[src/rtl/vdcmul_8b_seq.sv]
// Sequential 8x8 unsigned multiplier: one shared vdcmul_4b, four nibble steps, valid/ready on both sides.
// Optional: define VDCMUL_SEQ_ZERO_SKIP_EN to bypass CALC when either operand is zero.

module vdcmul_2b (
    input  logic [1:0] a,
    input  logic [1:0] b,
    output logic [3:0] p
);
    logic cross_lo, cross_hi, carry, top;

    assign cross_lo = a[1] & b[0];
    assign cross_hi = a[0] & b[1];
    assign carry    = cross_lo & cross_hi;
    assign top      = a[1] & b[1];
    assign p        = {top & carry, top ^ carry, cross_lo ^ cross_hi, a[0] & b[0]};
endmodule

module vdcmul_4b (
    input  logic [3:0] a,
    input  logic [3:0] b,
    output logic [7:0] p
);
    logic [3:0] q_ll, q_hl, q_lh, q_hh;

    vdcmul_2b u_ll (.a(a[1:0]), .b(b[1:0]), .p(q_ll));
    vdcmul_2b u_hl (.a(a[3:2]), .b(b[1:0]), .p(q_hl));
    vdcmul_2b u_lh (.a(a[1:0]), .b(b[3:2]), .p(q_lh));
    vdcmul_2b u_hh (.a(a[3:2]), .b(b[3:2]), .p(q_hh));

    // Vertical-crosswise combination of the four 2x2 partial products
    assign p = {4'h0, q_ll} + ({3'h0, {1'b0, q_hl} + {1'b0, q_lh}} << 2) + ({4'h0, q_hh} << 4);
endmodule

module vdcmul_8b_seq #(
    parameter int TAG_W = 2
) (
    input  logic             clk,
    input  logic             rst,
    input  logic             in_valid,
    output logic             in_ready,
    input  logic [7:0]       x,
    input  logic [7:0]       y,
    input  logic [TAG_W-1:0] in_tag,
    output logic             out_valid,
    input  logic             out_ready,
    output logic [15:0]      prod,
    output logic [TAG_W-1:0] out_tag,
    output logic             busy
);
    typedef enum logic [1:0] {IDLE, CALC, DONE} state_t;

    state_t            state, state_nxt;
    logic [1:0]        step;
    logic [7:0]        x_q, y_q;
    logic [TAG_W-1:0]  tag_q;
    logic [15:0]       acc, partial, acc_sum;
    logic [3:0]        mul_a, mul_b;
    logic [7:0]        mul_p;
    logic              accept, zero_op;

`ifdef VDCMUL_SEQ_ZERO_SKIP_EN
    assign zero_op = (x == 8'h00) || (y == 8'h00);
`else
    assign zero_op = 1'b0;
`endif

    vdcmul_4b u_mul (.a(mul_a), .b(mul_b), .p(mul_p));

    always_ff @(posedge clk) begin
        if (rst) state <= IDLE;
        else     state <= state_nxt;
    end

    always_comb begin
        state_nxt = state;
        in_ready  = 1'b0;
        out_valid = 1'b0;
        busy      = 1'b0;
        accept    = 1'b0;
        mul_a     = '0;
        mul_b     = '0;
        case (state)
            IDLE: begin
                in_ready = 1'b1;
                if (in_valid) begin
                    accept    = 1'b1;
                    state_nxt = zero_op ? DONE : CALC;
                end
            end
            CALC: begin
                busy  = 1'b1;
                mul_a = step[1] ? x_q[7:4] : x_q[3:0];
                mul_b = step[0] ? y_q[7:4] : y_q[3:0];
                if (step == 2'd3) state_nxt = DONE;
            end
            DONE: begin
                busy      = 1'b1;
                out_valid = 1'b1;
                if (out_ready) state_nxt = IDLE;
            end
            default: state_nxt = IDLE;
        endcase
    end

    always_comb begin
        partial = {8'h00, mul_p};
        case (step)
            2'd1, 2'd2: partial = {4'h0, mul_p, 4'h0};
            2'd3:       partial = {mul_p, 8'h00};
            default:    partial = {8'h00, mul_p};
        endcase
    end

    assign acc_sum = acc + partial;

    always_ff @(posedge clk) begin
        if (rst) begin
            step    <= '0;
            acc     <= '0;
            prod    <= '0;
            out_tag <= '0;
            x_q     <= '0;
            y_q     <= '0;
            tag_q   <= '0;
        end else if (accept) begin
            x_q   <= x;
            y_q   <= y;
            tag_q <= in_tag;
            acc   <= '0;
            step  <= '0;
            if (zero_op) begin
                prod    <= '0;
                out_tag <= in_tag;
            end
        end else if (state == CALC) begin
            acc  <= acc_sum;
            step <= step + 2'd1;
            if (step == 2'd3) begin
                prod    <= acc_sum;
                out_tag <= tag_q;
            end
        end
    end
endmodule

[config.mk]
export PLATFORM = sky130hd
export DESIGN_NAME = vdcmul_8b_seq
export DESIGN_NICKNAME = d
export VERILOG_FILES = /design/src/rtl/vdcmul_8b_seq.sv
export SDC_FILE = /design/constraint.sdc
export NUM_CORES = 1
export LEC_CHECK = 0
export BUFFER_PORTS_ARGS = -buffer_cell sky130_fd_sc_hd__buf_2
export CORE_ASPECT_RATIO = 1.25
export CORE_MARGIN = 2
export CORE_UTILIZATION = 63
export DETAILED_ROUTE_END_ITERATION = 16
export PLACE_DENSITY = 0.85
export SETUP_SLACK_MARGIN = 0.5
export SYNTH_ARGS = -nofsm -noshare
export SYNTH_HDL_FRONTEND = slang
export SYNTH_SLANG_ARGS = --single-unit
[constraint.sdc]
create_clock -name clk -period 12.3 [get_ports clk]
set_input_delay 2.46 -clock clk [delete_from_list [all_inputs] [get_ports clk]]
set_output_delay 2.46 -clock clk [all_outputs]
set_load 0.05 [all_outputs]
==> results summary, run 1 <==
For hold timing, the worst endpoint is prod[0]. By count the netlist is led by sky130_fd_sc_hd__nand2_1, sky130_fd_sc_hd__dfxtp_1, sky130_fd_sc_hd__nor2_1. The count of nets left with antenna violations after detail routing came out at 0. Sorting the synthesized cells by area gives the leading types as sky130_fd_sc_hd__dfxtp_1, sky130_fd_sc_hd__ha_1, sky130_fd_sc_hd__nand2_1. STA classifies the critical path startpoint as a flop. The die extent in y is 88.6 um. The clock tree from TritonCTS is done.

The accumulated negative setup slack came out at 0 ns. The final layout contains 542 nets. Buffers placed on the I/O ports in this run total 42. Row generation in the floorplan step produced 30 rows. In the final routed layout, each cell accounts on average for 14.3 um. The worst ir drop on vdd is 0.0926 mV. The highest cell delay on the worst timing path came out at 0.56 ns. The most common cell in the synthesized netlist is sky130_fd_sc_hd__nand2_1. The initial core utilization came out at 0.658. The number of failing hold endpoints at the final stage is 0. Of the total synthesized cell area, the portion taken by XOR and XNOR cells is 0.0413. The setup clock skew after layout is 0.00567 ns. The die boundary width came out at 71.6 um. The routed layout has 3190 vias. The transition time at the pin with the least slew margin is 0.870 ns. The worst register-to-register path begins at state[1]. The number of different library cells in the post-synthesis netlist came out at 56. The synthesized area divided by synthesized cell count is 8.06 um^2. The total congestion overflow after global routing came out at 0. Entering global routing, the biggest net connects 50 pins. Data arrives at the worst endpoint at 5.94 ns. The Yosys warning count is 0. The number of max-slew violations in the final report was 0. The most repeated library cell on the critical path is sky130_fd_sc_hd__ha_1. The setup slack of the most critical reg-to-reg path is 6.57 ns. For this run, the total global-route usage over all layers was measured as 0.255. The via count of the first global-routing pass was 2953. The clock latency at the later pin of the worst-skew pair is 0.31 ns. Grouping stages by cell kind, the critical path spends the most delay in compound AO/OA/AOI/OAI gates.

The flow ran to the end, and the final reports show no timing, DRC or antenna violations. The cell count after synthesis is 447. The total of flip-flops plus latches after synthesis is 56. The adder-cell share of the synthesized area came out at 0.149. The worst endpoint required time is 12.51 ns. The number of resized instances in the post-cts repair step is 0.

During I/O placement, the number of pins put on the boundary was 43. The post-layout minimum cycle time came out at 5.73 ns. Once the clock tree was built, the setup fixing pass inserted 0 buffers. The number of enable-type register cells in the synthesized netlist came out at 0. The maximum clock path buffer count is 2. For this design the static power due to leakage is 1.81 nW. The initial antenna violation count came out at 0. Summing every instance area after synthesis gives 3600 um^2.

Setup repair after global routing left no endpoint under its margin. The number of nets in the synthesized netlist is 510. The async set-reset flop share out of synthesis came out at 0. The final cycle utilization of the critical path is 0.466. The total power divided by cell area is 123 nW/um^2.

The global-route wire length before repair is 12900 um. The area of the multi-input gates is 2350 um^2. Max-cap violations in this run came to 0. Summing all flip-flop and latch instances after layout gives 1120 um^2. The die covers 6340 um^2. Setup violations remaining at the end of the flow were counted as 0. The initial DRC count came out at 201.

The fraction of the yosys area taken by sequential cells is 0.311. The number of optimization iterations in the first detailed-route pass came out at 5. The number of filler instances in the final layout is 451.

Summed over all instances, the cell type with the most area after synthesis is sky130_fd_sc_hd__dfxtp_1. Relative to the synthesized area, the layout overhead comes to 9.58%. The number of sinks handled by clock tree synthesis came out at 56. The class of the tightest hold or removal check is flop to flop. The worst slew margin relative to its limit came out at 0.419. Detailed placement finished with a half-perimeter wire length of 5770 um. The worst setup path is captured at a flop. By area, the combinational part of the netlist is dominated by simple AND/OR/NAND/NOR gates. The fraction of layout instances using a drive strength above 1 came out at 0.133.

In the routed layout, each cell is associated on average with a via count of 5.86. The maximum level of the CTS H-tree came out at 2. The most critical setup path has its startpoint at state[1]. The clock tree root buffer cell is sky130_fd_sc_hd__clkbuf_8. The DRC violation count after routing is 0. The share of the synthesized area in the top cell type is 0.311.

The number of antenna diodes in the final layout is 0. Based on the critical path, the design can be clocked at up to 175 MHz. The worst setup path is of the flop to flop kind. The most used flip-flop cell after synthesis is sky130_fd_sc_hd__dfxtp_1.

The total of hold buffers inserted after clock tree synthesis is 0. The synthesized-area fraction occupied by and/or/nand/nor cells is 0.233. The critical register-to-register path endpoint is prod[14]. The worst register-to-register path has a depth of 26. The launch instance of the worst min-delay path is prod[0]. The buffering stage count on the worst path with inverters included is 2. The clock-pin slew of the registers on the worst-case setup and hold paths is 0.10 ns. The critical-path cell with the highest stage delay is sky130_fd_sc_hd__a311oi_1.

After detailed routing, the total wire length is 7810 um. In this run the worst path has a maximum fanout of 30. Buffers inserted during clock tree synthesis total 5.

The portion of synthesized area spent on multiplexers is 0.0583. Routability-driven placement finished with a final weighted congestion of 0.853. The core footprint is 5480 um^2. The final cell utilization of the core is 0.721. The worst hold path depth is 2. The area fraction in compound gates after synthesis is 0.172.
==> report_power, final <==
| part | switching (mW) | total [mW] | leakage [nW] | internal, mW |
|---|---|---|---|---|
| logic | 0.108 | 0.156 | 1.30 | 0.0481 |
| registers | 0.0108 | 0.207 | 0.454 | 0.196 |
| clock network | 0.0616 | 0.123 | 0.0558 | 0.0617 |
==> area by class of cell <==
class | instances | area share
clock buffers | 6 | 0.0184
clock inverters | 2 | 0.00982
inverters | 15 | 0.0143
multi-input cells | 357 | 0.596
flip-flops and latches | 56 | 0.284
well taps | 64 | 0.0203
repair buffers | 44 | 0.0570
==> worst max-delay path by stage <==
stage,end,slack (ns),cells after the start
after floorplan,acc[12],6.87,27
after global placement,prod[14],6.78,26
after detailed placement,prod[14],6.69,26
after CTS,prod[14],6.64,26
after global routing,acc[14],6.07,26
final,prod[14],6.57,26
==> cells in the final DEF (no fill, tap or decap), types with 5 or more instances in the layout <==
| master | count |
|---|---|
| sky130_fd_sc_hd__xor2_1 | 5 |
| sky130_fd_sc_hd__a21o_1 | 10 |
| sky130_fd_sc_hd__xnor2_1 | 12 |
| sky130_fd_sc_hd__nand2_1 | 87 |
| sky130_fd_sc_hd__a21oi_1 | 44 |
| sky130_fd_sc_hd__clkbuf_8 | 5 |
| sky130_fd_sc_hd__nand3_1 | 11 |
| sky130_fd_sc_hd__inv_1 | 13 |
| sky130_fd_sc_hd__dfxtp_1 | 56 |
| sky130_fd_sc_hd__mux2_2 | 8 |
| sky130_fd_sc_hd__buf_2 | 42 |
| sky130_fd_sc_hd__nor2_1 | 47 |
| sky130_fd_sc_hd__mux2i_1 | 12 |
| sky130_fd_sc_hd__nor4b_1 | 5 |
| sky130_fd_sc_hd__ha_1 | 38 |
==> registers in the layout, summed over array words and instances, names as in the netlist <==
name	cells
out_tag	2
prod	16
tag_q	2
step	2
y_q	8
acc	16
state	2
x_q	8
==> per-layer routing <==
metal,part of all wire,GRT usage
met5,0,0
met4,0.033,0.127
met3,0.040,0.0478
met2,0.50,0.449
met1,0.43,0.296
==> logic make-up after synthesis <==
logic type               after synthesis
AO/OA/AOI/OAI                         95
buffers and inverters                 34
XOR/XNOR                              17
multiplexers                          20
flip-flops                            56
AND/OR/NAND/NOR                      184
adder cells (fa/ha/maj)               41
==> tightest hold or removal path, stage by stage, from the launching register on <==
cell                      delay, ns
sky130_fd_sc_hd__dfxtp_1       0.32
sky130_fd_sc_hd__nand2_1       0.05
sky130_fd_sc_hd__a21oi_1       0.05
==> stage by stage <==
| step | area, um^2 | hold slack (ns) | std cells | setup slack [ns] | power (mW) |
|---|---|---|---|---|---|
| 2_1_floorplan | 3600 | 0.432 | 447 | 6.87 | 0.335 |
| 4_1_cts | 3950 | 0.459 | 544 | 6.64 | 0.488 |
| 6_report | 3950 | 0.455 | 544 | 6.57 | 0.486 |
| 3_3_place_gp | 3840 | 0.438 | 536 | 6.78 | 0.360 |
| 3_5_place_dp | 3840 | 0.445 | 536 | 6.69 | 0.366 |
| 5_1_grt | 3950 | 0.483 | 544 | 6.07 | 0.513 |
Power figures use the tool's default switching activity.
==> run 2: changes to the inputs <==
Settings changed: CORE_UTILIZATION 63 to 59, PLACE_DENSITY 0.85 to 0.81.
Clock period 12.3 ns to 5.8 ns, I/O delays scaled along.
==> results summary, run 2 (same netlist as run 1, synthesis figures left out) <==
The flow ran to the end, and the final reports show no timing, DRC or antenna violations. The placer's final routability congestion estimate came out at 0.872 (+2.2%). The number of filler instances in the final layout came out at 472 (+4.7%).

The number of buffers inserted during clock tree synthesis came to 5 (unchanged). The number of nets at the end of the flow is 552 (+1.8%). The post-layout minimum cycle time is 5.06 ns (-0.671 ns). The global-route wire length before repair came out at 13200 um (+2.8%).

The highest cell delay on the worst timing path is 0.56 ns (about the same). The count of vias placed by the detailed router came out at 3211 (+0.66%). The routed wirelength normalized by instance count is 14.2 um (-1.4%). The number of max-slew violations in the final report is 0 (unchanged).

The DRC violation count after routing came out at 0 (unchanged). The leakage power summed over all cells came out at 1.88 nW (+3.8%). The largest individual stage delay along the critical path comes from the cell sky130_fd_sc_hd__fa_1. The setup clock skew after layout was 0.00851 ns (+0.00284 ns). The initial antenna violation count is 0 (unchanged). The half-perimeter wire length of the detailed placement result was 5790 um (+0.31%).

The fraction of layout instances using a drive strength above 1 is 0.196 (+0.0626). The depth of the worst register-to-register path is 21 (-19%). The total of buffers placed on input and output ports was 42 (unchanged).

The maximum clock path buffer count came to 2 (unchanged). The final cell area excluding filler cells is 4130 um^2 (+4.5%). The buffering stage count on the worst path with inverters included is 0 (-2). The number of cell rows is 31 (+3.3%).

The worst setup slack before clock tree synthesis came out at 0.222 ns (-6.46 ns). The accumulated negative setup slack came out at 0 ns (unchanged). The clock-pin slew of the registers on the worst-case setup and hold paths is 0.11 ns (about the same). The maximum level of the CTS H-tree is 2 (unchanged). The launch point of the critical path is step[0]. The overall routing resource usage came to 0.243 (-0.0116). The largest driver fanout on the critical path came out at 7 (-77%). The setup-violating endpoint count in the final report was 0 (unchanged). The fraction of power spent switching nets came out at 0.387 (+0.0168). The number of sinks handled by clock tree synthesis is 56 (unchanged). The ratio of routed vias to standard cells is 5.61 (-4.3%).

The worst ir drop on vdd is 0.203 mV (+120%). STA classifies the critical path endpoint as a flop. The class of the tightest hold or removal check is flop to flop. The worst register-to-register path ends at acc[12]. The detailed router used layers up to and including met4.

The max-capacitance violation count is 0 (unchanged). The final antenna diode count came out at 0 (unchanged). The total length of routed met2 wires came out at 4090 um (+5.0%). The clock power share came to 0.211 (-0.043). The worst slew margin relative to its limit was 0.417 (-0.00202).

The die extent in y is 91.4 um (+3.2%). Leaving out fill and tap cells, the most frequent cells in the layout are sky130_fd_sc_hd__nand2_1, sky130_fd_sc_hd__dfxtp_1, sky130_fd_sc_hd__nor2_1. The largest registers in the layout are acc: 16 flops, prod: 16 flops. The cell family contributing the most delay on the critical path is compound AO/OA/AOI/OAI gates. The upper clock frequency limit is 198 MHz (+13%). Setup repair after global routing could not meet its margin everywhere. The clock latency at the later pin of the worst-skew pair is 0.32 ns (about the same). The share of total power in combinational logic came out at 0.368 (+0.048).

In this run the critical register-to-register path is launched from step[0]. The most critical setup path has its endpoint at acc[12]. Clock tree synthesis selected as its root buffer the cell sky130_fd_sc_hd__clkbuf_8.

The power spent charging and discharging nets is 0.408 mW (+130%). The clock tree from TritonCTS is done. The worst endpoint required time was 6.02 ns (-6.49 ns). The part of the total power dissipated in sequential elements is 0.421 (-0.005). The met3 layer wire length in the routed design came out at 304 um (-3.8%). The area enclosed by the die boundary came out at 6750 um^2 (+6.4%). The initial DRC count came out at 162 (-19%). The transition time at the pin with the least slew margin is 0.873 ns (+0.00302 ns). The die boundary width came out at 73.9 um (+3.1%). The critical path goes through mux2_2 > nand2_2 > nor2_1 > ha_1 > fa_1 > ha_1 > a21oi_1 > a2bb2oi_2 > nand2b_1 > a21oi_2 > xnor2_2 > nand2_1 > o21ai_2 > ha_1 > a21o_1 > a21o_1 > a21o_1 > a41o_1 > a31o_2 > nor4b_1 > a311o_1. The number of failing hold endpoints at the final stage came out at 0 (unchanged). The critical path arrival came out at 5.28 ns (-0.66 ns). The core footprint is 5860 um^2 (+6.9%). The worst setup path is launched from a flop. The total congestion overflow after global routing was 0 (unchanged). The type of the worst setup path is flop to flop. The total stage count of the critical path is 21 (-19%). The final cycle utilization of the critical path came to 0.872 (+0.406). The via count of the first global-routing pass came out at 3010 (+1.9%). The pin count of the biggest net entering global routing came to 50 (unchanged).

The number of optimization iterations in the first detailed-route pass came out at 4 (-1). The initial core utilization is 0.615 (-0.0423). The boundary pin count came out at 43 (unchanged). The smallest setup slack after layout came out at 0.741 ns (-5.83 ns). The setup slack of the most critical reg-to-reg path is 0.74 ns (-5.83 ns). The total power divided by cell area came out at 255 nW/um^2 (+110%). The library cell used most frequently in the layout, excluding fill and tap cells, is sky130_fd_sc_hd__nand2_1. The total wirelength of the detailed-routed design is 8100 um (+3.7%). The detailed-routing wirelength on met1 is 3430 um (+2.8%). The instance area after placement is 3860 um^2 (+0.59%).

The internal power component is 0.645 mW (+110%). The count of nets left with antenna violations after detail routing is 0 (unchanged). The area growth from synthesis to layout is 14.5%.
-- run 2: cell count changes in the layout (fill, tap and decap cells not counted), sizes merged --
| cell | previous run | this run |
|---|---|---|
| buf | 44 | 54 |
| clkinv | 1 | 3 |
| bufinv | 1 | 0 |
| clkbuf | 6 | 5 |
-- run 2: how the worst min path moves through the flow --
stage            endpoint  slack, ns      from  cells past startpoint
2_1_floorplan  out_tag[0]       0.43  tag_q[0]                      2
3_3_place_gp       x_q[6]       0.44    x_q[6]                      2
3_5_place_dp       y_q[4]       0.44    y_q[4]                      2
4_1_cts            y_q[4]       0.46    y_q[4]                      2
5_1_grt            x_q[5]       0.48    x_q[5]                      2
6_report           x_q[2]       0.46    x_q[2]                      2
-- run 2: area by class of cell --
class	instances	area (um^2)	share of cell area
inverter	15	56.3	0.0136
clock inverter	3	22.5	0.00546
tap	82	103	0.0249
multi-input combinational	357	2430	0.589
sequential	56	1130	0.274
clock buffer	5	68.8	0.0167
timing repair buffer	54	313	0.0758
-- run 2: worst min-delay path: stages, from the launching register on --
cell	delay, ns
sky130_fd_sc_hd__dfxtp_1	0.32
sky130_fd_sc_hd__nand2_1	0.05
sky130_fd_sc_hd__a21oi_1	0.05
-- run 2: routing by layer --
layer	GRT usage	up-vias
met5	0	-
met4	0.111	0
met3	0.0388	22
met2	0.422	86
met1	0.285	1457
li1	-	1646
-- run 2: power by group through the flow --
stage	Sequential, mW	Clock (mW)	Combinational [mW]
2_1_floorplan	0.439	0	0.274
3_3_place_gp	0.445	0	0.331
3_5_place_dp	0.447	0	0.331
4_1_cts	0.441	0.227	0.339
5_1_grt	0.448	0.243	0.418
6_report	0.443	0.222	0.387
-- run 2: timing repair --
item                                    4_1_cts  5_1_grt
gates cloned                                  0        0
hold buffers                                  0        0
pin swaps                                     1        3
resized for setup                             6       21
setup buffers                                 1        9
endpoints found under the setup margin        6        9
-- run 2: through the flow --
step	total power [mW]	std cells	util	hold slack, ns
after floorplan	0.712	447	-	0.432
after global placement	0.776	554	0.659	0.439
after detailed placement	0.778	554	0.659	0.444
after CTS	1.01	563	0.681	0.459
after global routing	1.11	572	0.704	0.480
final	1.05	572	0.704	0.456
